===== src/rtl/opt_pkg.sv =====
// rtl/opt_pkg.sv - shared pricing constants, FSM state type and width helper
package opt_pkg;

    localparam int PRICE_W   = 16;
    localparam int FRAC_BITS = 8;
    localparam int INT_BITS  = PRICE_W - FRAC_BITS;

    typedef enum logic [1:0] {
        IDLE   = 2'd0,
        RUN    = 2'd1,
        FINISH = 2'd2,
        DONE   = 2'd3
    } state_t;

    function automatic int cnt_w(input int n);
        return (n > 1) ? $clog2(n) : 1;
    endfunction

endpackage


===== src/rtl/payoff_accumulator_if.sv =====
// rtl/payoff_accumulator_if.sv - run control, path stream and price result bundle
interface payoff_accumulator_if;
    import opt_pkg::*;

    logic               start;
    logic [PRICE_W-1:0] strike;
    logic               put_sel;
    logic               path_valid;
    logic [PRICE_W-1:0] path;
    logic               busy;
    logic               price_valid;
    logic [PRICE_W-1:0] price;

    modport master (
        output start, strike, put_sel, path_valid, path,
        input  busy, price_valid, price
    );

    modport slave (
        input  start, strike, put_sel, path_valid, path,
        output busy, price_valid, price
    );

endinterface


===== src/rtl/payoff_unit.sv =====
// rtl/payoff_unit.sv - combinational European payoff max(S-K,0) or max(K-S,0)
module payoff_unit
    import opt_pkg::*;
(
    input  logic [PRICE_W-1:0] s,
    input  logic [PRICE_W-1:0] k,
    input  logic               put_sel,
    output logic [PRICE_W-1:0] payoff
);

    always_comb begin
        payoff = '0;
        if (put_sel) begin
            if (k > s) payoff = k - s;
        end else begin
            if (s > k) payoff = s - k;
        end
    end

endmodule


===== src/rtl/payoff_accumulator.sv =====
// rtl/payoff_accumulator.sv - Monte-Carlo option price accumulator; ASIAN_PAYOFF_EN selects average-price payoff
module payoff_accumulator
    import opt_pkg::*;
#(
    parameter int N_STEPS = 64,
    parameter int N_PATHS = 1024
)(
    input  logic                 clk,
    input  logic                 rst_n,
    payoff_accumulator_if.slave  bus
);

    localparam int SW    = cnt_w(N_STEPS);
    localparam int PW    = cnt_w(N_PATHS);
    localparam int ACC_W = PRICE_W + PW;

    state_t             state, state_nx;
    logic [PRICE_W-1:0] strike_q;
    logic               put_q;
    logic [SW-1:0]      step_cnt;
    logic [PW-1:0]      path_cnt;
    logic [ACC_W-1:0]   acc, acc_sum;
    logic [PRICE_W-1:0] pay_q, pay_nx, s_eff;
    logic               pay_vld;
    logic               start_ok, sample, terminal, last_path;

    assign start_ok  = bus.start && (state == IDLE || state == DONE);
    assign sample    = bus.path_valid && (state == RUN);
    assign terminal  = sample && (step_cnt == SW'(N_STEPS - 1));
    assign last_path = terminal && (path_cnt == PW'(N_PATHS - 1));
    assign acc_sum   = pay_vld ? acc + ACC_W'(pay_q) : acc;

`ifdef ASIAN_PAYOFF_EN
    logic [PRICE_W+SW-1:0] path_sum, sum_nx;
    // Include the current sample so the terminal cycle sees the full-path average.
    assign sum_nx = path_sum + (PRICE_W+SW)'(bus.path);
    assign s_eff  = sum_nx[PRICE_W+SW-1:SW];

    always_ff @(posedge clk or negedge rst_n) begin
        if (!rst_n)               path_sum <= '0;
        else if (start_ok)        path_sum <= '0;
        else if (sample)          path_sum <= terminal ? '0 : sum_nx;
    end
`else
    assign s_eff = bus.path;
`endif

    payoff_unit u_payoff (
        .s       (s_eff),
        .k       (strike_q),
        .put_sel (put_q),
        .payoff  (pay_nx)
    );

    always_ff @(posedge clk or negedge rst_n) begin
        if (!rst_n) state <= IDLE;
        else        state <= state_nx;
    end

    always_comb begin
        state_nx = state;
        bus.busy = 1'b0;
        case (state)
            IDLE, DONE: if (bus.start) state_nx = RUN;
            RUN: begin
                bus.busy = 1'b1;
                if (last_path) state_nx = FINISH;
            end
            FINISH: begin
                bus.busy = 1'b1;
                state_nx = DONE;
            end
            default: state_nx = IDLE;
        endcase
    end

    always_ff @(posedge clk or negedge rst_n) begin
        if (!rst_n) begin
            strike_q        <= '0;
            put_q           <= 1'b0;
            step_cnt        <= '0;
            path_cnt        <= '0;
            acc             <= '0;
            pay_q           <= '0;
            pay_vld         <= 1'b0;
            bus.price       <= '0;
            bus.price_valid <= 1'b0;
        end else begin
            bus.price_valid <= 1'b0;
            if (start_ok) begin
                strike_q <= bus.strike;
                put_q    <= bus.put_sel;
                step_cnt <= '0;
                path_cnt <= '0;
                acc      <= '0;
                pay_vld  <= 1'b0;
            end else begin
                pay_vld <= terminal;
                acc     <= acc_sum;
                if (sample)   step_cnt <= step_cnt + 1'b1;
                if (terminal) begin
                    path_cnt <= path_cnt + 1'b1;
                    pay_q    <= pay_nx;
                end
                // FINISH carries the last path's payoff, so fold it in directly.
                if (state == FINISH) begin
                    bus.price       <= acc_sum[ACC_W-1:PW];
                    bus.price_valid <= 1'b1;
                end
            end
        end
    end

endmodule


===== src/flat_wrapper.sv =====
// flat-port wrapper written by rule: the top's interface ports become plain ports
module payoff_accumulator_flat import opt_pkg::*;
#(
    parameter int N_STEPS = 64,
    parameter int N_PATHS = 1024
)
  (clk, rst_n, bus_start, bus_strike, bus_put_sel, bus_path_valid, bus_path, bus_busy, bus_price_valid, bus_price);
  payoff_accumulator_if bus_i ();
  input  logic clk;
  input  logic rst_n;
  input wire logic [$bits(bus_i.start)-1:0] bus_start;
  input wire logic [$bits(bus_i.strike)-1:0] bus_strike;
  input wire logic [$bits(bus_i.put_sel)-1:0] bus_put_sel;
  input wire logic [$bits(bus_i.path_valid)-1:0] bus_path_valid;
  input wire logic [$bits(bus_i.path)-1:0] bus_path;
  output wire logic [$bits(bus_i.busy)-1:0] bus_busy;
  output wire logic [$bits(bus_i.price_valid)-1:0] bus_price_valid;
  output wire logic [$bits(bus_i.price)-1:0] bus_price;
  assign bus_i.start = bus_start;
  assign bus_i.strike = bus_strike;
  assign bus_i.put_sel = bus_put_sel;
  assign bus_i.path_valid = bus_path_valid;
  assign bus_i.path = bus_path;
  assign bus_busy = bus_i.busy;
  assign bus_price_valid = bus_i.price_valid;
  assign bus_price = bus_i.price;
  payoff_accumulator #(.N_STEPS(N_STEPS), .N_PATHS(N_PATHS)) u_core (.clk(clk), .rst_n(rst_n), .bus(bus_i));
endmodule

===== config.mk =====
export PLATFORM = sky130hd
export DESIGN_NAME = payoff_accumulator_flat
export DESIGN_NICKNAME = d
export VERILOG_FILES = /design/src/rtl/opt_pkg.sv /design/src/rtl/payoff_accumulator_if.sv /design/src/rtl/payoff_unit.sv /design/src/rtl/payoff_accumulator.sv /design/src/flat_wrapper.sv
export SDC_FILE = /design/constraint.sdc
export NUM_CORES = 1
export LEC_CHECK = 0
export CORE_UTILIZATION = 35
export DETAILED_ROUTE_END_ITERATION = 16
export GPL_ROUTABILITY_DRIVEN = 0
export SYNTH_ARGS = -nofsm -noshare
export SYNTH_HDL_FRONTEND = slang
export SYNTH_SLANG_ARGS = --single-unit

===== constraint.sdc =====
create_clock -name clk -period 2.4 [get_ports clk]
set_input_delay 0.36 -clock clk [delete_from_list [all_inputs] [get_ports clk]]
set_output_delay 0.36 -clock clk [all_outputs]
set_load 0.02 [all_outputs]

==> run_results.csv <==
group,metric,value,unit
outcome,run_status,"complete, but fails checks",
outcome,violations,"DRC, setup timing",
timing,rsz0062_at_grt,"true",
clocking,htreeDepth,3,
critical_path,crit_slowest_cell,"clkdlybuf4s50_1",
critical_path,cp-start-kind,"input pin",
critical_path,path_max_fanout,8,
power,pwr-share-comb,60.4,%
power,swShare,41.80,%
worst_hold_path,hold_class,"in2async",
timing,slew_violations,0,
critical_path,worstPathCellList,"clkdlybuf4s50_1 > inv_1 > ha_4 > nand4_1 > or3_4 > o21ai_4 > a21oi_4 > and2_4 > a221o_1 > a22o_1",
placed_design,dpl.hpwl,12380,microns
clocking,numCtsBuffers,9,
floorplanning,start_util,36.13,%
critical_path,cp_num_cells,10,
detailed_routing,avgRoutedWirePerCell,14.28,microns
logic_synthesis,async_flop_share,100.0,%
floorplanning,die_w,139.1,microns
timing,skew,0.009455,ns
logic_synthesis,yosysUniqueCellTypes,71,
power,p_int,5.345,mW
critical_path,crit_required,2.65,ns
timing,setup_violations,14,
timing,finalHoldViolCount,0,
placed_design,port-buffer-count,54,
clocking,clock_latency,0.36,ns
timing,fmax,407.6,MHz
critical_path,crit_type,"in2reg",
finish,instances_no_fill,1177,
power,pwr-share-clk,16.1,%
global_routing,track_usage,18.37,%
floorplanning,dieArea,0.01935,sq mm
global_routing,grt_pass1_wl,28990,microns
floorplanning,fp-row-count,49,
critical_path,cp.arrival,2.70,ns
critical_path,r2r-start,"u_core.strike_q[0]$_DFFE_PN0P_",
global_routing,grt_max_degree,47,
logic_synthesis,synth_edf_count,0,
power,power.density,962.0,mW/mm^2
clocking,cts.sinks,95,
timing,setup_ws,-0.05356,ns
detailed_routing,vias,6062,
timing,finalSetupTns,-0.3453,ns
floorplanning,coreArea,0.01821,sq mm
global_routing,overflow,0,
global_routing,grt_pass1_vias,5876,
global_routing,antenna_found_initial,0,
power,seq_power_share,23.5,%
clocking,ctsRootBufferMaster,"clkbuf_16",
detailed_routing,vias_per_cell,5.150,
finish,fillers,1629,
critical_path,crit_path_end_kind,"register",
detailed_routing,drc,3,
power,vdd_drop_max,542.9,uV
detailed_routing,postRouteWirelength,16810,microns
detailed_routing,drt-pass1-iter-count,11,
logic_synthesis,synth_area,0.006579,sq mm
placed_design,dp.cells,1141,
power,p_sw,3.839,mW
logic_synthesis,synthFlopType,"dfrtp_1",
logic_synthesis,synth_fp_nets,839,
finish,seq_area,0.002377,sq mm
floorplanning,die_h,139.1,microns
floorplanning,ios,55,
logic_synthesis,avgSynthCellArea,8.807,sq um
timing,fin_crit_sh,102.2,%
detailed_routing,drt_iter0_markers,282,
logic_synthesis,syn_inst,747,
finish,multi_input_area,0.004521,sq mm
clocking,clk_pin_slew,0.08,ns
finish,drive_gt1_share,31.22,%
timing,tightest_slew,0.4947,ns
critical_path,reg2regPathDepth,11,
clocking,cts_tree,"done",
logic_synthesis,yosys_warnings,0,
finish,fin_nets,1035,
timing,relSlewSlack,66.98,%
finish,areaGrowthSynthToFinish,45.11,%
critical_path,slowest_delay,0.49,ns
power,p_leak,4.204,nW
critical_path,cp_top_family,"compound AO/OA/AOI/OAI gates",
run,drv_cap,0,
finish,num_antenna_cells,0,
critical_path,crit_buf_inv,2,
finish,layout_commonest_cell,"buf_4",
clocking,clock_path_buffers,2,
detailed_routing,drtAntennaViolNets,0,
finish,fin_util,52.43,%
timing,min_period,2.454,ns
logic_synthesis,yosysSeqAreaShare,36.14,%
critical_path,r2r-end,"u_core.pay_q[15]$_DFFE_PN0P_",
logic_synthesis,ys_ff_latch,95,
critical_path,r2r_slack,-0.04,ns
power,p_total,9.184,mW
finish,final_cell_mix,"145 x buf_4, 95 x dfrtp_1, 72 x nor2_1",
## worst max-delay path by stage
| stage | start | endpoint | slack, ns |
|---|---|---|---|
| floorplan | bus_path[12] | u_core.pay_q[5]$_DFFE_PN0P_ | -0.005 |
| global placement | bus_path[0] | u_core.pay_q[13]$_DFFE_PN0P_ | -0.66 |
| detailed placement | bus_path[0] | u_core.pay_q[13]$_DFFE_PN0P_ | -0.70 |
| CTS | u_core.pay_q[0]$_DFFE_PN0P_ | u_core.bus.price[8]$_DFFE_PN0P_ | -0.14 |
| global route | u_core.strike_q[0]$_DFFE_PN0P_ | u_core.pay_q[5]$_DFFE_PN0P_ | -0.16 |
| finish | bus_path[4] | u_core.pay_q[15]$_DFFE_PN0P_ | -0.05 |
## per-layer routing
| metal | track usage (%) | vias up | share of wire, % |
|---|---|---|---|
| li1 | - | 3084 | - |
| met1 | 24.20 | 2867 | 47 |
| met2 | 30.94 | 90 | 49 |
| met3 | 3.073 | 21 | 2.8 |
| met4 | 5.263 | 0 | 1.5 |
| met5 | 0 | - | 0 |
## flip-flops by register name, summed over array words and instances, names as in the netlist
name and cells:
u_core.state 2, u_core.pay_vld 1, u_core.bus.price_valid 1, u_core.put_q 1, u_core.acc 26, u_core.strike_q 16, u_core.step_cnt 6, u_core.pay_q 16
u_core.bus.price 16, u_core.path_cnt 10
## power groups by stage
stage / Clock, mW / Combinational [mW] / Sequential [mW]
2_1_floorplan: 0 / 2.47 / 2.26
3_3_place_gp: 0 / 4.58 / 2.13
3_5_place_dp: 0 / 4.60 / 2.13
4_1_cts: 1.52 / 5.16 / 2.16
5_1_grt: 1.60 / 6.06 / 2.20
6_report: 1.48 / 5.54 / 2.16
## final cells by class
class | instances | area share [%]
Inverter | 65 | 2.582
Clock buffer | 9 | 2.359
Clock inverter | 7 | 0.8519
Timing Repair Buffer | 213 | 18.95
Sequential cell | 95 | 24.90
Multi-Input combinational cell | 559 | 47.35
Tap cell | 229 | 3.001
## cell families after synthesis
group | count (synthesis) | share of synthesized area (%)
AO/OA/AOI/OAI | 238 | 25.83
XOR/XNOR | 29 | 3.861
adder cells (fa/ha/maj) | 55 | 10.80
buffers and inverters | 94 | 5.553
flip-flops | 95 | 36.14
multiplexers | 11 | 1.693
AND/OR/NAND/NOR | 225 | 16.13
## cells in the mapped netlist, drive strengths merged (6+ instances only)
library cell | instances | area share (%)
a31oi | 9 | 0.86
and3 | 6 | 0.57
o221ai | 8 | 1.1
nand3 | 13 | 0.99
nor3 | 14 | 1.2
o21a | 6 | 0.68
a211oi | 9 | 1.2
buf | 11 | 0.82
clkbuf | 18 | 1.0
a221o | 7 | 1.1
inv | 65 | 3.7
a221oi | 9 | 2.1
or3 | 13 | 1.3
nand2 | 68 | 3.9
o21bai | 9 | 1.1
a22o | 6 | 0.80
mux2i | 10 | 1.5
o21ai | 62 | 4.9
nor2 | 73 | 4.2
ha | 52 | 9.9
a21oi | 61 | 4.9
a21o | 10 | 1.3
dfrtp | 95 | 36
o211ai | 14 | 1.6
nor2b | 6 | 0.57
xnor2 | 11 | 1.5
nand4 | 13 | 1.3
xor2 | 18 | 2.4
## through the flow
stage / setup slack [ns] / instance area (sq um) / hold slack [ns]
finish: -0.05356 / 9547 / 0.4716
floorplan: -0.005046 / 6591 / 0.06441
detailed placement: -0.7024 / 8382 / 0.3347
CTS: -0.1385 / 9220 / 0.4793
global placement: -0.6591 / 8382 / 0.3331
global route: -0.1629 / 9547 / 0.4981
## what timing repair did
action / in CTS / in global routing
buffers inserted: 16 / 6
gates resized for setup: 87 / 59
hold endpoints to repair: 30 / 0
hold buffers: 1 / 0
pin swaps: 73 / 68
setup endpoints to repair: 42 / 46
gates cloned: 1 / 0
## worst reg2reg max path, stage by stage, from the launching register on
cell      delay (ns)
dfrtp_1         0.40
inv_2           0.08
ha_4            0.13
inv_2           0.04
fa_2            0.34
a211oi_2        0.23
o211ai_1        0.20
nand3_4         0.17
a21oi_4         0.08
and2_4          0.18
a221o_1         0.29
a22o_1          0.18
Power figures use the tool's default switching activity.
